### config.mk
export PLATFORM = sky130hd
export DESIGN_NAME = common_fifo_rd_skid_vr
export DESIGN_NICKNAME = d
export VERILOG_FILES = /design/src/rtl/common_fifo_rd_skid_vr.sv
export SDC_FILE = /design/constraint.sdc
export NUM_CORES = 1
export LEC_CHECK = 0
export CORE_ASPECT_RATIO = 1.1
export CORE_UTILIZATION = 40
export CTS_CLUSTER_DIAMETER = 150
export DETAILED_ROUTE_END_ITERATION = 8
export DONT_BUFFER_PORTS = 1
export PLACE_DENSITY = 0.58
export SLEW_MARGIN = 20
export SYNTH_ARGS = -nofsm -noshare
export SYNTH_HDL_FRONTEND = slang
export SYNTH_SLANG_ARGS = --single-unit
### constraint.sdc
create_clock -name clk -period 3.2 [get_ports clk]
set_input_delay 0.32 -clock clk [delete_from_list [all_inputs] [get_ports clk]]
set_output_delay 0.32 -clock clk [all_outputs]
set_load 0.01 [all_outputs]
### src/rtl/common_fifo_rd_skid_vr.sv
// Read-side drain stage for the shifting FIFO: pops the FIFO head into a
// 2-entry main/skid buffer and presents it on a registered valid/ready port.
//
// Handshake: an entry moves to the consumer in every cycle where
// m_valid & m_ready are both high. While m_valid=1 and m_ready=0, m_data holds
// steady. fifo_ren never depends on m_ready, so consumer back-pressure cannot
// reach the FIFO pop logic combinationally.
module common_fifo_rd_skid_vr #(
    parameter int                    DATA_WIDTH       = 1,
    parameter logic [DATA_WIDTH-1:0] DATA_RESET_VALUE = '0,
    parameter int                    CNT_WIDTH        = 16
) (
    input  logic                  clk,
    input  logic                  reset,
    input  logic [DATA_WIDTH-1:0] fifo_dout,
    input  logic                  fifo_empty,
    output logic                  fifo_ren,
    output logic                  m_valid,
    input  logic                  m_ready,
    output logic [DATA_WIDTH-1:0] m_data,
    input  logic                  flush,
    output logic [1:0]            occupancy,
    output logic [CNT_WIDTH-1:0]  xfer_cnt
);

    // State encoding equals the number of buffered entries, so occupancy
    // doubles as the FSM debug view.
    typedef enum logic [1:0] {
        ST_EMPTY = 2'd0,
        ST_ONE   = 2'd1,
        ST_TWO   = 2'd2
    } state_t;

    state_t                state_q;
    state_t                state_nxt;
    logic [DATA_WIDTH-1:0] main_q;
    logic [DATA_WIDTH-1:0] main_nxt;
    logic [DATA_WIDTH-1:0] skid_q;
    logic [DATA_WIDTH-1:0] skid_nxt;
    logic                  pop;
    logic                  take;

    // Pop only from registered state and FIFO/flush inputs; a full buffer
    // (TWO) stops popping until the consumer drains one entry.
    assign fifo_ren  = ~reset & ~flush & ~fifo_empty & (state_q != ST_TWO);
    assign pop       = fifo_ren;
    assign m_valid   = (state_q != ST_EMPTY) & ~flush;
    assign take      = m_valid & m_ready;
    assign m_data    = main_q;
    assign occupancy = state_q;

    // Next-state and buffer update; flush empties the buffer but leaves data
    // registers untouched.
    always_comb begin
        state_nxt = state_q;
        main_nxt  = main_q;
        skid_nxt  = skid_q;
        if (flush) begin
            state_nxt = ST_EMPTY;
        end else begin
            unique case (state_q)
                ST_EMPTY: begin
                    if (pop) begin
                        state_nxt = ST_ONE;
                        main_nxt  = fifo_dout;
                    end
                end
                ST_ONE: begin
                    if (pop && take) begin
                        main_nxt = fifo_dout;
                    end else if (pop) begin
                        state_nxt = ST_TWO;
                        skid_nxt  = fifo_dout;
                    end else if (take) begin
                        state_nxt = ST_EMPTY;
                    end
                end
                ST_TWO: begin
                    if (take) begin
                        state_nxt = ST_ONE;
                        main_nxt  = skid_q;
                    end
                end
                default: begin
                    state_nxt = ST_EMPTY;
                end
            endcase
        end
    end

    // State, data and transfer-counter registers; reset wins over flush.
    always_ff @(posedge clk) begin
        if (reset) begin
            state_q  <= ST_EMPTY;
            main_q   <= DATA_RESET_VALUE;
            skid_q   <= DATA_RESET_VALUE;
            xfer_cnt <= '0;
        end else begin
            state_q <= state_nxt;
            main_q  <= main_nxt;
            skid_q  <= skid_nxt;
            if (take) begin
                xfer_cnt <= xfer_cnt + CNT_WIDTH'(1);
            end
        end
    end

endmodule

==> impl_results.md, run 1 <==
- Rel. slew slack: 62.2%
- WL final: 1970 um
- Syn Inst Count: 113
- Setup Skew: 0.00238 ns
- Mean number of vias per cell: 5.86
- WL per Instance: 14.0 um
- Synth Cell Area: 982 um2
- Clock buffer depth: 2
- GP Congestion: 0.727
- Clk_lat worst skew: 0.29 ns
- HPWL after detailed placement: 1420 um
- Max rail drop VDD: 222 uV
- GRT overflow: 0
- Global-route wire length before repair: 3440 um
- Initial Util: 43.2%
- Sequential share of power: 54.1%
- FF+latch count, synth: 20
- Critical path, cell by cell: o21ba_1 -> nand3_2 -> or4_1 -> a21oi_1
- CTS-repair resized insts: 0
- Port Buf Inserts: 0
- Post-synth EDFFs: 0
- Cell-internal power: 0.000384 W
- Final Max Slew Viols: 0
- Overall Global Routing Usage: 16.9%
- Psw: 0.0000859 W
- Largest net degree at the start of global routing: 24
- Area leader, netlist: dfxtp_1
- Element type at the critical path start: flop
- Final #Nets: 119
- Max-Cap Viols: 0
- Final Cycle Share: 60.7%
- Pre-antenna DRT Iters: 4
- Die Span X: 49.2 um
- Buffers inserted by post-CTS timing repair: 0
- Outcome: finished clean
- Kind of end point of the critical path: flop
- Fraction of power spent switching nets: 18.3%
- Leak: 0.328 nW
- Setup Crit Path Kind: flop to flop
- Worst reg-to-reg path cell count: 4
- Most used DFF post-synth: dfxtp_1
- Synth Warn #: 0
- PD cells: 455 nW/um2
- Post-synth net total: 120
- CTS tree: yes
- Core Region: 2270 um2
- CP max FO: 10
- Slowest-stage cell, CP: dfxtp_1
- Register area share after synthesis: 40.8%
- Unrepaired setup endpoints after global routing: no
- Setup_tns: 0 ns
- Fraction of registers with async set/reset: 0%
- Reg2reg end: xfer_cnt[15]$_SDFFE_PP0P_
- Die area: 2660 um2
- Ant diodes: 0
- Area Overhead vs Synth: 5.35%
- # hold bufs at CTS: 0
- Worst Tran Pin Value: 0.559 ns
- Max incr delay on CP: 0.54 ns
- Ports: 27
- CTS clk-pin slew, worst paths: 0.11 ns
- CTS H-tree depth: 1
- Crit path DAT: 2.18 ns
- R2R Setup Slk: 1.26 ns
- Row count: 18
- Worst Min Path Start: reset
- R2R Path Start: occupancy[1]$_SDFFE_PP0P_
- Hold depth: 1
- CTS buffer count: 3
- Drc violations: 0
- Vias in the first global route: 833
- Final antenna-violating net count: 0
- Hold Fails Final Rpt: 0
- Clock Sinks: 20
- Logic pwr share: 2.6%
- Fin cells: 141
- Worst hold path type: input port to flop
- Top-area cell type share of the netlist area: 40.8%
- Critical path required time: 3.44 ns
- Max Clock Freq: 515 MHz
- CP delay by family, top: simple AND/OR/NAND/NOR gates
- Clock root cell: clkbuf_4
- Ranking of synthesized cells by area: dfxtp_1, a21oi_1, or4_1, o31ai_1, nand3_1
- Vias: 826
- Syn_area_per_cell: 8.69 um2
- CP bufs+invs: 0
- Die height: 54.0 um
- Initial DRC count: 5
- Hold worst-path end: xfer_cnt[1]$_SDFFE_PP0P_
- Placed cell count: 137
- Antenna violations before repair: 0
- Synth cell count leaders: dfxtp_1, a21oi_1, nor2_1, nand3_1, or4_1
- Most common cell in the netlist: dfxtp_1
- Final setup fails: 0
- Part of the power in the clock network: 43.3%
- Period minus WS final: 1.94 ns
- Layout cell share with drive strength beyond 1: 7.21%
- Synth unique cells: 35
-- power groups by stage --
stage          combinational [W]  clock, W  sequential, W
6_report               0.0000122  0.000203       0.000255
5_1_grt                0.0000140  0.000218       0.000255
4_1_cts                0.0000123  0.000209       0.000255
3_5_place_dp           0.0000122         0       0.000260
3_3_place_gp           0.0000121         0       0.000260
2_1_floorplan          0.0000165         0       0.000260
-- cell type report --
cell class / count / area, um2
fillers: 239 / 1240
multi-input cells: 85 / 537
flip-flops and latches: 20 / 400
well taps: 30 / 37.5
clock inverters: 1 / 30.0
clock buffers: 3 / 22.5
inverters: 2 / 7.51
-- layer usage --
| metal | track usage (%) | vias to the layer above | part of all wire, % |
|---|---|---|---|
| met3 | 4.52 | 2 | 4.9 |
| met2 | 30.4 | 18 | 48 |
| li1 | - | 421 | - |
| met5 | 0 | - | 0 |
| met1 | 19.0 | 385 | 46 |
| met4 | 7.35 | 0 | 0.76 |
-- cells by family (layout without fill, tap and decap cells) --
| logic type | after synthesis | after routing | share of synthesized area [%] |
|---|---|---|---|
| simple gates | 49 | 49 | 29.2 |
| compound gates | 27 | 27 | 16.7 |
| flops | 20 | 20 | 40.8 |
| buf+inv | 8 | 6 | 4.59 |
| xor+xnor | 5 | 5 | 4.46 |
| mux | 3 | 3 | 3.06 |
| fa+ha+maj | 1 | 1 | 1.27 |
-- registers in the layout, summed over array words and instances, names as in the netlist --
| register | count |
|---|---|
| m_data | 1 |
| occupancy | 2 |
| skid_q | 1 |
| xfer_cnt | 16 |
-- worst reg2reg max path: stages (launching register included) --
cell and delay [ns]:
dfxtp_1 0.54, o21ba_1 0.42, nand3_2 0.24, or4_1 0.54, a21oi_1 0.15
-- how the worst max path moves through the flow --
stage	cells past startpoint	end	slack [ns]	from
after CTS	4	xfer_cnt[13]$_SDFFE_PP0P_	1.25	occupancy[1]$_SDFFE_PP0P_
after global placement	4	xfer_cnt[13]$_SDFFE_PP0P_	1.33	occupancy[1]$_SDFFE_PP0P_
final	4	xfer_cnt[15]$_SDFFE_PP0P_	1.26	occupancy[1]$_SDFFE_PP0P_
after global routing	4	xfer_cnt[13]$_SDFFE_PP0P_	1.10	occupancy[1]$_SDFFE_PP0P_
after floorplan	6	xfer_cnt[13]$_SDFFE_PP0P_	1.59	occupancy[1]$_SDFFE_PP0P_
after detailed placement	4	xfer_cnt[15]$_SDFFE_PP0P_	1.28	occupancy[1]$_SDFFE_PP0P_
-- layout by cell type (no fill, tap or decap), types with 2 or more instances in the layout --
master / instances
or3_2: 2
inv_1: 2
dfxtp_1: 20
nor3_1: 2
mux2i_1: 3
clkbuf_4: 3
nand3_1: 7
o21ai_0: 5
nand4_1: 4
and2_1: 2
nor2_1: 8
and3_1: 2
o31ai_1: 5
or3_1: 3
a21oi_1: 12
nand2_1: 5
or4_1: 6
xor2_1: 4
-- stage by stage --
stage | area, um2 | util, % | hold slack (ns) | total power (W) | setup WS, ns
floorplan | 982 | - | 0.397 | 0.000276 | 1.59
global placement | 982 | 43.2 | 0.391 | 0.000272 | 1.33
detailed placement | 982 | 43.2 | 0.393 | 0.000272 | 1.28
CTS | 1030 | 45.5 | 0.0618 | 0.000476 | 1.25
global route | 1030 | 45.5 | 0.0531 | 0.000487 | 1.10
finish | 1030 | 45.5 | 0.0768 | 0.000470 | 1.26
(Power assumes the default switching activity.)
==> run 2: changes to the inputs <==
- ABC_AREA: not set -> 1
- clock period: 3.2 -> 1.8 ns (I/O delays scaled with it)
==> impl_results.md, run 2 <==
- Worst hold path type: input port to flop
- Critical path required time: 2.05 ns (-1.39 ns)
- Fin cells: 208 (+48%)
- Crit path DAT: 1.75 ns (-0.43 ns)
- Synth Warn #: 0 (unchanged)
- Leak: 0.508 nW (+55%)
- Port Buf Inserts: 0 (unchanged)
- Rel. slew slack: 70.7% (+8.4 points)
- CTS clk-pin slew, worst paths: 0.13 ns (+0.02 ns)
- Mean number of vias per cell: 5.07 (-13%)
- Reg2reg end: xfer_cnt[11]$_SDFFE_PP0P_
- Hold Fails Final Rpt: 0 (unchanged)
- Vias in the first global route: 928 (+11%)
- FF+latch count, synth: 20 (unchanged)
- HPWL after detailed placement: 1850 um (+31%)
- Placed cell count: 201 (+47%)
- Fin util: 47.6% (+2.1 points)
- CP max FO: 5 (-5)
- Synth Cell Area: 1110 um2 (+13%)
- Final Cycle Share: 83.0% (+22 points)
- Crit path to: xfer_cnt[11]$_SDFFE_PP0P_
- Final Max Slew Viols: 0 (unchanged)
- Top-area cell type share of the netlist area: 36.2% (-4.6 points)
- Global-route wire length before repair: 4030 um (+17%)
- Area leader, netlist: dfxtp_1
- Register area share after synthesis: 36.2% (-4.6 points)
- Kind of end point of the critical path: flop
- Final setup margin: 0.306 ns (-0.951 ns)
- Ant diodes: 0 (unchanged)
- Row count: 19 (+1)
- Unrepaired setup endpoints after global routing: no
- WL final: 2490 um (+26%)
- Most common cell in the netlist: nand2_1
- Critical path, cell by cell: nand3_1 -> nor2_1 -> inv_2 -> nor2_8 -> nand3_2 -> nand2_1 -> nand2_1 -> nor2_1
- Element type at the critical path start: flop
- CTS tree: yes
- Most frequent cells in the layout: nand2_1, nor2_1, dfxtp_1
- Core Region: 2570 um2 (+13%)
- Most used DFF post-synth: dfxtp_1
- CP bufs+invs: 1 (+1)
- Post-placement worst setup slack: 0.340 ns (-0.941 ns)
- Fraction of registers with async set/reset: 0% (unchanged)
- Most common cell after layout, fill and taps aside: nand2_1
- Clock root cell: clkbuf_4
- Max incr delay on CP: 0.47 ns (-0.07 ns)
- CTS buffer count: 3 (unchanged)
- Clock Sinks: 20 (unchanged)
- Setup Crit Path Kind: flop to flop
- WL per Instance: 12.0 um (-14%)
- Initial DRC count: 12 (+7)
- Clock buffer depth: 2 (unchanged)
- R2R Setup Slk: 0.31 ns (-0.95 ns)
- Max rail drop VDD: 355 uV (+60%)
- CTS-repair resized insts: 0 (unchanged)
- Buffers inserted by post-CTS timing repair: 0 (unchanged)
- Post-synth EDFFs: 0 (unchanged)
- Post-synth net total: 175 (+46%)
- Ranking of synthesized cells by area: dfxtp_1, nand2_1, nor2_1, inv_1, a21oi_1
- Clk_lat worst skew: 0.31 ns (+0.02 ns)
- Die height: 57.2 um (+5.9%)
- Hold_ws: 0.0239 ns (-0.0529 ns)
- PD cells: 624 nW/um2 (+37%)
- GP Congestion: 0.830 (+14%)
- Worst Setup SP: xfer_cnt[0]$_SDFFE_PP0P_
- Max reg flops: 16 (unchanged)
- Setup Skew: 0.0107 ns (+0.00835 ns)
- Slowest-stage cell, CP: dfxtp_1
- CP delay by family, top: simple AND/OR/NAND/NOR gates
- Vias: 1,055 (+28%)
- CTS H-tree depth: 1 (unchanged)
- Largest net degree at the start of global routing: 14 (-42%)
- Initial Util: 43.1% (-0.099 points)
- Ports: 27 (unchanged)
- Antenna violations before repair: 0 (unchanged)
- Syn_area_per_cell: 6.58 um2 (-24%)
- Setup_tns: 0 ns (unchanged)
- Layout cell share with drive strength beyond 1: 12.4% (+5.2 points)
- Outcome: finished clean
- Final setup fails: 0 (unchanged)
- Final antenna-violating net count: 0 (unchanged)
- Max-Cap Viols: 0 (unchanged)
- Max Clock Freq: 669 MHz (+30%)
- Syn Inst Count: 168 (+49%)
- Die area: 2980 um2 (+12%)
- Crit. path cell count: 8 (+4)
- GRT overflow: 0 (unchanged)
- Drc violations: 0 (unchanged)
- Synth cell count leaders: nand2_1, nor2_1, dfxtp_1, inv_1, a21oi_1
- Worst reg-to-reg path cell count: 8 (+4)
- Period minus WS final: 1.49 ns (-0.449 ns)
- Overall Global Routing Usage: 18.5% (+1.6 points)
- R2R Path Start: xfer_cnt[0]$_SDFFE_PP0P_
- Synth unique cells: 24 (-31%)
- Largest Register: xfer_cnt
- Die Span X: 52.1 um (+5.9%)
- Pre-antenna DRT Iters: 4 (unchanged)
- Area Overhead vs Synth: 10.5%
- Final #Nets: 185 (+55%)
- Worst Tran Pin Value: 0.440 ns (-0.119 ns)
==> run 2: cell types whose count changed in the layout (fill, tap and decap cells not counted), moves of 3 or more <==
cell / previous run / this run
nand2_1: 5 / 42
nor2_1: 8 / 29
inv_1: 2 / 18
or4_1: 6 / 0
o31ai_1: 5 / 0
buf_4: 0 / 4
inv_2: 0 / 4
nor2_2: 0 / 4
dlygate4sd3_1: 0 / 3
mux2i_1: 3 / 0
nand3_1: 7 / 10
or3_1: 3 / 0
xor2_1: 4 / 1
==> run 2: layout make-up <==
class	instances	area (um2)
clock buffers	4	36.3
fillers	283	1350
inverters	22	82.6
multi-input cells	124	604
flip-flops and latches	20	400
well taps	31	38.8
repair buffers	7	60.1
==> run 2: logic make-up after synthesis <==
kind of cell               Yosys count  share of synthesized area (%)
AOI/OAI and AO/OA                   20                           9.50
xor gates and xnor gates             2                           1.58
adders and majority gates            1                           1.13
buffers and inverters               24                           9.16
DFF                                 20                           36.2
and+or+nand+nor                    101                           42.4
==> run 2: worst min-delay path by stage <==
stage	slack, ns	start	to	depth (start not counted)
floorplan	0.25	reset	xfer_cnt[13]$_SDFFE_PP0P_	1
global placement	0.25	reset	xfer_cnt[13]$_SDFFE_PP0P_	1
detailed placement	0.25	reset	xfer_cnt[6]$_SDFFE_PP0P_	1
CTS	0.002	reset	xfer_cnt[4]$_SDFFE_PP0P_	2
global route	0.04	reset	occupancy[1]$_SDFFE_PP0P_	3
finish	0.02	reset	occupancy[0]$_SDFFE_PP0P_	3
==> run 2: what timing repair did <==
item                                   in CTS  in global routing
hold buffers                                1                  2
setup endpoints to repair                   0                  0
endpoints found under the hold margin       4                  2
==> run 2: worst min-delay path, delay by kind of cell <==
kind | cells | cell delay (ns)
AND/OR/NAND/NOR | 3 | 0.12
==> run 2: through the flow <==
stage	power (W)	area, um2
after floorplan	0.000486	1110
after global placement	0.000491	1160
after detailed placement	0.000492	1160
after CTS	0.000767	1200
after global routing	0.000799	1220
final	0.000763	1220
==> run 2: report_power, final <==
part,total (W),internal [W],switching [W]
Sequential,0.000448,0.000445,0.00000258
Clock,0.000275,0.000124,0.000151
Combinational,0.0000407,0.0000155,0.0000252
Total,0.000763,0.000584,0.000179
==> run 2: layer usage <==
metal  wire length, um  vias to the layer above  share of wire, %  GRT usage, %
met5                 0                        -                 0             0
met3               111                        4               4.5          5.60
met1              1080                      478                43          20.6
met2              1260                       26                50          31.1
li1                  -                      547                 -             -
met4                38                        0               1.5          9.77
==> run 3: changes to the inputs <==
- PLACE_DENSITY: 0.58 -> 0.6
- clock period: 1.8 -> 1.2 ns (I/O delays scaled with it)
==> impl_results.md, run 3 (synthesized netlist as in run 2, its figures left out) <==
- Outcome: finished with violations
- Failing checks: negative setup slack
- Crit path DAT: 1.49 ns (-0.26 ns)
- Post-placement worst setup slack: -0.0685 ns (-0.409 ns)
- Initial DRC count: 23 (+11)
- Row count: 19 (unchanged)
- Leak: 0.701 nW (+38%)
- GRT overflow: 0 (unchanged)
- CTS clk-pin slew, worst paths: 0.13 ns (about the same)
- Antenna violations before repair: 0 (unchanged)
- Psw: 0.000272 W (+52%)
- Clock root cell: clkbuf_4
- Element type at the critical path start: flop
- Final setup fails: 10 (+10)
- Clk_lat worst skew: 0.30 ns (about the same)
- Core Region: 2570 um2 (unchanged)
- Final setup margin: -0.0550 ns (-0.361 ns)
- Die height: 57.2 um (unchanged)
- Worst hold path type: input port to flop
- Logic pwr share: 7.4% (+2.1 points)
- Most common cell after layout, fill and taps aside: nand2_1
- Sequential share of power: 61.6% (+2.9 points)
- Largest Register: xfer_cnt
- Max Clock Freq: 797 MHz (+19%)
- Max-Cap Viols: 0 (unchanged)
- Final Max Slew Viols: 0 (unchanged)
- Clock buffer depth: 2 (unchanged)
- Most frequent cells in the layout: nand2_1, buf_4, nor2_1
- Fin util: 63.2% (+16 points)
- Drc violations: 0 (unchanged)
- Max reg flops: 16 (unchanged)
- Hold Fails Final Rpt: 0 (unchanged)
- WL final: 2980 um (+20%)
- Final antenna-violating net count: 0 (unchanged)
- CTS tree: yes
- Clock Sinks: 20 (unchanged)
- Area Overhead vs Synth: 46.7%
- Ports: 27 (unchanged)
- Max rail drop VDD: 503 uV (+42%)
- Critical path required time: 1.43 ns (-0.62 ns)
- Vias in the first global route: 1,157 (+25%)
- Die area: 2980 um2 (unchanged)
- PD cells: 669 nW/um2 (+7.2%)
- Global-route wire length before repair: 4820 um (+20%)
- Pre-antenna DRT Iters: 6 (+2)
- Part of the power in the clock network: 31.0% (-5.0 points)
- Layout filler cell count: 247 (-13%)
- Initial Util: 43.1% (unchanged)
- Worst Tran Pin Value: 0.432 ns (-0.00745 ns)
- Setup Crit Path Kind: flop to flop
- CTS H-tree depth: 1 (unchanged)
- Vias: 1,207 (+14%)
- Mean number of vias per cell: 5.07 (about the same)
- Ant diodes: 0 (unchanged)
- Port Buf Inserts: 0 (unchanged)
- HPWL after detailed placement: 2050 um (+11%)
- Overall Global Routing Usage: 21.4% (+2.9 points)
- Unrepaired setup endpoints after global routing: yes
- Layout cell share with drive strength beyond 1: 41.1% (+29 points)
- Largest net degree at the start of global routing: 14 (unchanged)
- CTS buffer count: 3 (unchanged)
- Setup Skew: 0.00697 ns (-0.00376 ns)
- Die Span X: 52.1 um (unchanged)
- Period minus WS final: 1.25 ns (-0.239 ns)
- WL per Instance: 12.5 um (+4.7%)
- Rel. slew slack: 71.2% (+0.50 points)
- Fraction of power spent switching nets: 25.1% (+1.6 points)
- Cell-internal power: 0.000813 W (+39%)
- GP Congestion: 0.849 (+2.2%)
- CP max FO: 5 (unchanged)
- Final #Nets: 216 (+17%)
- Kind of end point of the critical path: flop
- Final Cycle Share: 105% (+22 points)
==> run 3: cell count changes in the layout (fill, tap and decap cells not counted), sizes merged <==
cell / before / now
clkbuf: 4 / 3
buf: 4 / 35
==> run 3: repair_timing <==
action,in CTS,in global routing
hold buffers,2,1
pin swaps,9,13
setup endpoints to repair,14,21
resized for setup,23,28
setup buffers,7,1
hold endpoints to repair,8,5
==> run 3: cell type report <==
type                       instances  area, um2  share of cell area (%)
clock buffer                       3       22.5                    1.39
inverter                          22       87.6                    5.40
multi-input combinational        124        757                    46.6
sequential                        20        413                    25.4
tap                               31       38.8                    2.39
timing repair buffer              38        304                    18.7
==> run 3: stage by stage <==
stage	cell area (um2)	hold WS, ns	total power (W)	TNS, ns	instances
after global routing	1620	0.0813	0.00113	-1.41	238
after floorplan	1110	0.189	0.000729	0	168
after CTS	1510	-0.137	0.00107	-0.341	236
after detailed placement	1330	0.195	0.000739	-0.313	224
after global placement	1330	0.192	0.000739	-0.0116	224
final	1620	0.0740	0.00109	-0.297	238
==> run 3: power groups by stage <==
stage / logic, W / clock network [W] / registers, W
finish: 0.0000799 / 0.000337 / 0.000669
global route: 0.0000881 / 0.000370 / 0.000669
CTS: 0.0000652 / 0.000334 / 0.000668
detailed placement: 0.0000520 / 0 / 0.000687
global placement: 0.0000515 / 0 / 0.000687
floorplan: 0.0000416 / 0 / 0.000687
==> run 3: critical path: stages, from the launching register on <==
cell	delay, ns
dfxtp_4	0.40
inv_2	0.06
nand2_4	0.07
nand3_4	0.11
buf_6	0.17
buf_4	0.14
xor2_1	0.13
nor2_1	0.10
==> run 3: per-layer routing <==
layer	global-route usage, %	routed length (um)	share of wire (%)
met5	0	0	0
met3	3.47	124	4.2
met1	23.6	1190	40
met2	39.2	1570	53
met4	9.77	96	3.2
==> run 3: path summary, 6_finish.rpt <==
path | startpoint | end | slack (ns) | cells after the start
setup / recovery | occupancy[1]$_SDFFE_PP0P_ | xfer_cnt[0]$_SDFFE_PP0P_ | -0.05 | 7
hold / removal | m_ready | xfer_cnt[2]$_SDFFE_PP0P_ | 0.07 | 3
setup reg to reg | occupancy[1]$_SDFFE_PP0P_ | xfer_cnt[0]$_SDFFE_PP0P_ | -0.05 | 7
hold reg to reg | xfer_cnt[7]$_SDFFE_PP0P_ | xfer_cnt[7]$_SDFFE_PP0P_ | 0.53 | 2
